--- src/rtl/sensor_pattern_gen.sv ---
// Transmitting end of the two-wire vehicle-presence sensor: one command emits a
// complete entry, exit or balk waveform on (a,b), followed by an all-clear guard.
module sensor_pattern_gen #(
    parameter int HOLD_W  = 16,
    parameter int COUNT_W = 8
) (
    input  logic               clk,
    input  logic               reset,
    input  logic               start,
    input  logic [1:0]         kind,
    input  logic [HOLD_W-1:0]  hold,
    output logic               a,
    output logic               b,
    output logic               busy,
    output logic               done,
    output logic               cmd_err,
    output logic [COUNT_W-1:0] enter_count,
    output logic [COUNT_W-1:0] exit_count
);

    typedef enum logic [2:0] {
        S_IDLE  = 3'd0,
        S_PH1   = 3'd1,
        S_PH2   = 3'd2,
        S_PH3   = 3'd3,
        S_PH4   = 3'd4,
        S_GUARD = 3'd5
    } state_t;

    localparam logic [1:0] K_ENTRY = 2'b00;
    localparam logic [1:0] K_EXIT  = 2'b01;
    localparam logic [1:0] K_BALK  = 2'b10;
    localparam logic [1:0] K_RSVD  = 2'b11;

    localparam logic [COUNT_W-1:0] CNT_MAX = {COUNT_W{1'b1}};

    state_t              r_state;
    logic [HOLD_W-1:0]   r_cnt;
    logic [1:0]          r_kind;
    logic [HOLD_W-1:0]   r_hold;
    logic                r_a;
    logic                r_b;
    logic                r_busy;
    logic                r_done;
    logic                r_err;
    logic [COUNT_W-1:0]  r_ent;
    logic [COUNT_W-1:0]  r_ext;

    state_t              w_state_nxt;
    state_t              w_succ;
    logic [HOLD_W-1:0]   w_cnt_nxt;
    logic [1:0]          w_kind_nxt;
    logic [HOLD_W-1:0]   w_hold_nxt;
    logic [HOLD_W-1:0]   w_hold_eff;
    logic                w_idle_start;
    logic                w_accept;
    logic [1:0]          w_ab_nxt;
    logic                w_busy_nxt;
    logic                w_done_nxt;
    logic                w_err_nxt;

    // A zero hold would make every phase vanish, so it is stretched to one cycle.
    assign w_hold_eff   = (hold == '0) ? HOLD_W'(1) : hold;
    assign w_idle_start = (r_state == S_IDLE) && start;
    assign w_accept     = w_idle_start && (kind != K_RSVD);

    // State register
    always_ff @(posedge clk) begin
        if (reset) begin
            r_state <= S_IDLE;
            r_cnt   <= '0;
            r_kind  <= K_ENTRY;
            r_hold  <= HOLD_W'(1);
        end else begin
            r_state <= w_state_nxt;
            r_cnt   <= w_cnt_nxt;
            r_kind  <= w_kind_nxt;
            r_hold  <= w_hold_nxt;
        end
    end

    // Phase order depends on the latched passage kind.
    always_comb begin
        w_succ = S_IDLE;
        unique case (r_state)
            S_PH1:   w_succ = (r_kind == K_BALK) ? S_GUARD : S_PH2;
            S_PH2:   w_succ = S_PH3;
            S_PH3:   w_succ = (r_kind == K_ENTRY) ? S_PH4 : S_GUARD;
            S_PH4:   w_succ = S_GUARD;
            S_GUARD: w_succ = S_IDLE;
            default: w_succ = S_IDLE;
        endcase
    end

    // Next-state logic
    always_comb begin
        w_state_nxt = r_state;
        w_cnt_nxt   = r_cnt;
        w_kind_nxt  = r_kind;
        w_hold_nxt  = r_hold;
        if (r_state == S_IDLE) begin
            w_cnt_nxt = '0;
            if (w_accept) begin
                w_state_nxt = S_PH1;
                w_cnt_nxt   = w_hold_eff - HOLD_W'(1);
                w_kind_nxt  = kind;
                w_hold_nxt  = w_hold_eff;
            end
        end else if (r_cnt == '0) begin
            w_state_nxt = w_succ;
            w_cnt_nxt   = (w_succ == S_IDLE) ? '0 : (r_hold - HOLD_W'(1));
        end else begin
            w_cnt_nxt = r_cnt - HOLD_W'(1);
        end
    end

    // Output logic: decoded from the next state so the registered outputs line up with it.
    always_comb begin
        w_ab_nxt = 2'b00;
        unique case (w_state_nxt)
            S_PH1:   w_ab_nxt = (w_kind_nxt == K_EXIT) ? 2'b01 : 2'b10;
            S_PH2:   w_ab_nxt = 2'b11;
            S_PH3:   w_ab_nxt = 2'b10;
            default: w_ab_nxt = 2'b00;
        endcase
        w_busy_nxt = (w_state_nxt != S_IDLE);
        w_done_nxt = (w_state_nxt == S_GUARD) && (w_cnt_nxt == '0);
        w_err_nxt  = w_idle_start && (kind == K_RSVD);
    end

    always_ff @(posedge clk) begin
        if (reset) begin
            r_a    <= 1'b0;
            r_b    <= 1'b0;
            r_busy <= 1'b0;
            r_done <= 1'b0;
            r_err  <= 1'b0;
            r_ent  <= '0;
            r_ext  <= '0;
        end else begin
            r_a    <= w_ab_nxt[1];
            r_b    <= w_ab_nxt[0];
            r_busy <= w_busy_nxt;
            r_done <= w_done_nxt;
            r_err  <= w_err_nxt;
            // Counts become visible together with the done pulse; they saturate.
            if (w_done_nxt && (w_kind_nxt == K_ENTRY) && (r_ent != CNT_MAX))
                r_ent <= r_ent + COUNT_W'(1);
            if (w_done_nxt && (w_kind_nxt == K_EXIT) && (r_ext != CNT_MAX))
                r_ext <= r_ext + COUNT_W'(1);
        end
    end

    assign a           = r_a;
    assign b           = r_b;
    assign busy        = r_busy;
    assign done        = r_done;
    assign cmd_err     = r_err;
    assign enter_count = r_ent;
    assign exit_count  = r_ext;

endmodule

--- config.mk ---
export PLATFORM = sky130hd
export DESIGN_NAME = sensor_pattern_gen
export DESIGN_NICKNAME = d
export VERILOG_FILES = /design/src/rtl/sensor_pattern_gen.sv
export SDC_FILE = /design/constraint.sdc
export NUM_CORES = 1
export LEC_CHECK = 0
export BUFFER_PORTS_ARGS = -buffer_cell sky130_fd_sc_hd__buf_2
export CORE_MARGIN = 2
export CORE_UTILIZATION = 53
export DETAILED_ROUTE_END_ITERATION = 16
export GPL_ROUTABILITY_DRIVEN = 0
export GPL_TIMING_DRIVEN = 0
export HOLD_SLACK_MARGIN = 0.02
export PLACE_DENSITY = 0.77
export SYNTH_ARGS = -nofsm -noshare
export SYNTH_HDL_FRONTEND = slang
export SYNTH_SLANG_ARGS = --single-unit
--- constraint.sdc ---
create_clock -name clk -period 3.55 [get_ports clk]
set_input_delay 0.355 -clock clk [delete_from_list [all_inputs] [get_ports clk]]
set_output_delay 0.355 -clock clk [all_outputs]
set_load 0.05 [all_outputs]
==> flow_summary.ini <==
[drt]
final_antenna_net_count = 0
drt_iter0_markers = 288
num_vias = 3678
dr.pass1.iters = 5
wirelength_um = 9952
routedWlPerCell_um = 16.70
drc = 0
viasPerCell = 6.171

[synth]
synth_common_cells = dfxtp_1, nand2_1, nor2_1, a21oi_1, nor3_1
async_reset_ff_share_pct = 0
ys_warn_count = 0
syn_inst = 451
ys_seq_area_share_pct = 33.66
synth_ff_type = dfxtp_1
synth_top_cell_area_share_pct = 33.66
avgSynthCellArea_um2 = 7.649
yosysTopAreaCell = dfxtp_1
synth_edf_count = 0
ys_ff_latch = 58
syn-cell-area_um2 = 3450
yosysMostFrequentCell = dfxtp_1
synth_fp_nets = 477
synth.distinct_cells = 55
yosys-top-cells-area = dfxtp_1, nand2_1, a21oi_1, nor2_1, xnor2_1

[cts]
clk_latency_ns = 0.35
clock_path_buffers = 2
clock-sinks = 58
clockRootBuffer = clkbuf_8
cts.reportedPaths.clkPinSlew_ns = 0.07
ctsHoldBuffers = 0
cts_made_buffers = 9
cts_tree = built
htree_levels = 3

[finish]
finalInstanceArea_um2 = 4339
num_antenna_cells = 0
nNetsFinal = 540
drive_gt1_share_pct = 22.54
area_growth_pct = 25.79
n_fill_cell = 521
fin_util_pct = 68.73
layout.cells.non_filler = 596

[die]
rows = 29
die-width_um = 84.68
die_y_um = 84.68
die_area_um2 = 7170
start_util_pct = 54.64
io_pins = 42
core_um2 = 6314

[global_routing]
first_global_vias = 3308
grt_pass1_wl_um = 15900
grt_max_degree = 11
grt_usage_pct = 27.82
grt_overflow_total = 0
antenna_found_initial = 0

[critical_path]
critical_path_required_ns = 3.82
crit_arrival_ns = 3.86
path_max_fanout = 7
max_stage_delay_ns = 0.53
cp_top_family = simple AND/OR/NAND/NOR gates
timing.rr.end = exit_count[7]$_SDFFE_PP0P_
reg2reg_from = r_state[1]$_SDFF_PP0_
cp_num_buf_inv = 4
end_kind = flip-flop
critPathSlowestCell = or4_4
crit_type = in -> reg
cp-start-kind = input port
crit_chain = buf_6 -> or4_4 -> or3_4 -> o21ba_4 -> ha_4 -> or3b_4 -> buf_6 -> or4_4 -> a21oi_2 -> a221oi_2 -> inv_1 -> nor4bb_4 -> nand4_2 -> buf_4 -> or3_1 -> a21oi_1
r2r_slack_ns = 0.06
worst-r2r-cell-count = 12

[sta]
rsz0062_at_grt = yes
max_freq_mhz = 278.5
relSlewSlack_pct = 46.18
layout_setup_ws_ns = -0.04045
setup-tns-final_ns = -0.08908
slew_violations = 0
finalSetupViolations = 5
finalCriticalPeriod_ns = 3.590
tightestPinTransition_ns = 0.8055
hold_viol = 0
skew_ns = 0.01668
fin_crit_sh_pct = 101.1
whs_ns = 0.2544

[worst_hold_path]
whs_path_depth = 3
min_to = r_hold[1]$_SDFFE_PP0P_
hold_path.class = in -> reg
hold_start = hold[1]

[pwr]
power_mw = 2.507
power.density_nw_per_um2 = 577.8
ir_worst_vdd_v = 0.0003627
leakage_nw = 1.669

[outcome]
status = finished, violations left
violations = setup timing

[placement]
hpwl_um = 6970
place.port_buffers = 41
place_ws_ns = -0.6567
dp_cells = 569
postPlaceCellArea_um2 = 3837

[flow_run]
drv_cap = 0
==> placed cells by master, fill, tap and decap left out, drive strengths merged, types with 14 or more instances in the layout <==
cell,n
a21oi,38
nor3,25
buf,59
nor2,48
dfxtp,58
xnor2,15
nand3,14
nand2,54
clkbuf,28
o21ai,20
nor4,14
==> flip-flops by register name, summed over array words and instances (netlist names) <==
signal and count:
r_cnt 16, r_hold 16, enter_count 8, exit_count 8, r_state 3, r_kind 2, a 1, b 1
busy 1, cmd_err 1, done 1
==> worst max-delay path by stage <==
stage | end | cells past startpoint | start | slack (ns)
after floorplan | exit_count[5]$_SDFFE_PP0P_ | 15 | hold[4] | -0.11
after global placement | exit_count[5]$_SDFFE_PP0P_ | 16 | hold[4] | -0.60
after detailed placement | exit_count[5]$_SDFFE_PP0P_ | 16 | hold[4] | -0.66
after CTS | exit_count[5]$_SDFFE_PP0P_ | 15 | hold[7] | -0.13
after global routing | exit_count[7]$_SDFFE_PP0P_ | 16 | hold[5] | -0.18
final | exit_count[7]$_SDFFE_PP0P_ | 16 | hold[5] | -0.04
==> cells by family (layout without fill, tap and decap cells) <==
kind of cell / after synthesis / count (layout) / share of synthesized area (%)
and+or+nand+nor: 215 / 215 / 32.57
AOI/OAI and AO/OA: 103 / 103 / 18.86
DFF: 58 / 58 / 33.66
buffers and inverters: 36 / 104 / 4.135
xor gates and xnor gates: 26 / 26 / 6.601
muxes: 8 / 8 / 2.358
adders and majority gates: 5 / 5 / 1.814
==> final cells by class <==
type                       count  area (µm²)  share of cell area [%]
tap                           77       96.34                   2.220
inverter                      13       48.80                   1.125
timing repair buffer          55       370.4                   8.535
clock inverter                 4       73.82                   1.701
sequential                    58        1161                   26.76
buffer                        20       93.84                   2.163
multi-input combinational    357        2340                   53.92
clock buffer                  12       155.1                   3.576
==> per-layer routing <==
metal | part of all wire [%] | routed length (µm) | track usage, % | vias up
li1 | - | - | - | 1774
met1 | 44 | 4390 | 38.26 | 1726
met2 | 47 | 4660 | 43.66 | 156
met3 | 6.7 | 663 | 5.605 | 22
met4 | 2.4 | 238 | 9.524 | 0
met5 | 0 | 0 | 0 | -
==> worst reg2reg max path: cells and delay by family, from the launching register on <==
family	cells	cell delay, ns
DFF	1	0.31
AOI/OAI and AO/OA	3	0.79
and+or+nand+nor	6	1.66
buffers and inverters	3	0.65
==> where the power goes <==
group	switching [mW]	leakage (nW)	internal, mW
registers	0.0801	0.473	0.722
clock network	0.275	0.117	0.434
logic	0.619	1.08	0.376
total	0.975	1.67	1.53
==> repair_timing <==
item / 4_1_cts / 5_1_grt
cloned: 1 / 0
hold endpoints to repair: 0 / 0
buffers inserted: 12 / 1
pin swaps: 18 / 12
resized for setup: 17 / 35
setup endpoints to repair: 16 / 16
No activity file was read; power rests on OpenSTA's default activity.
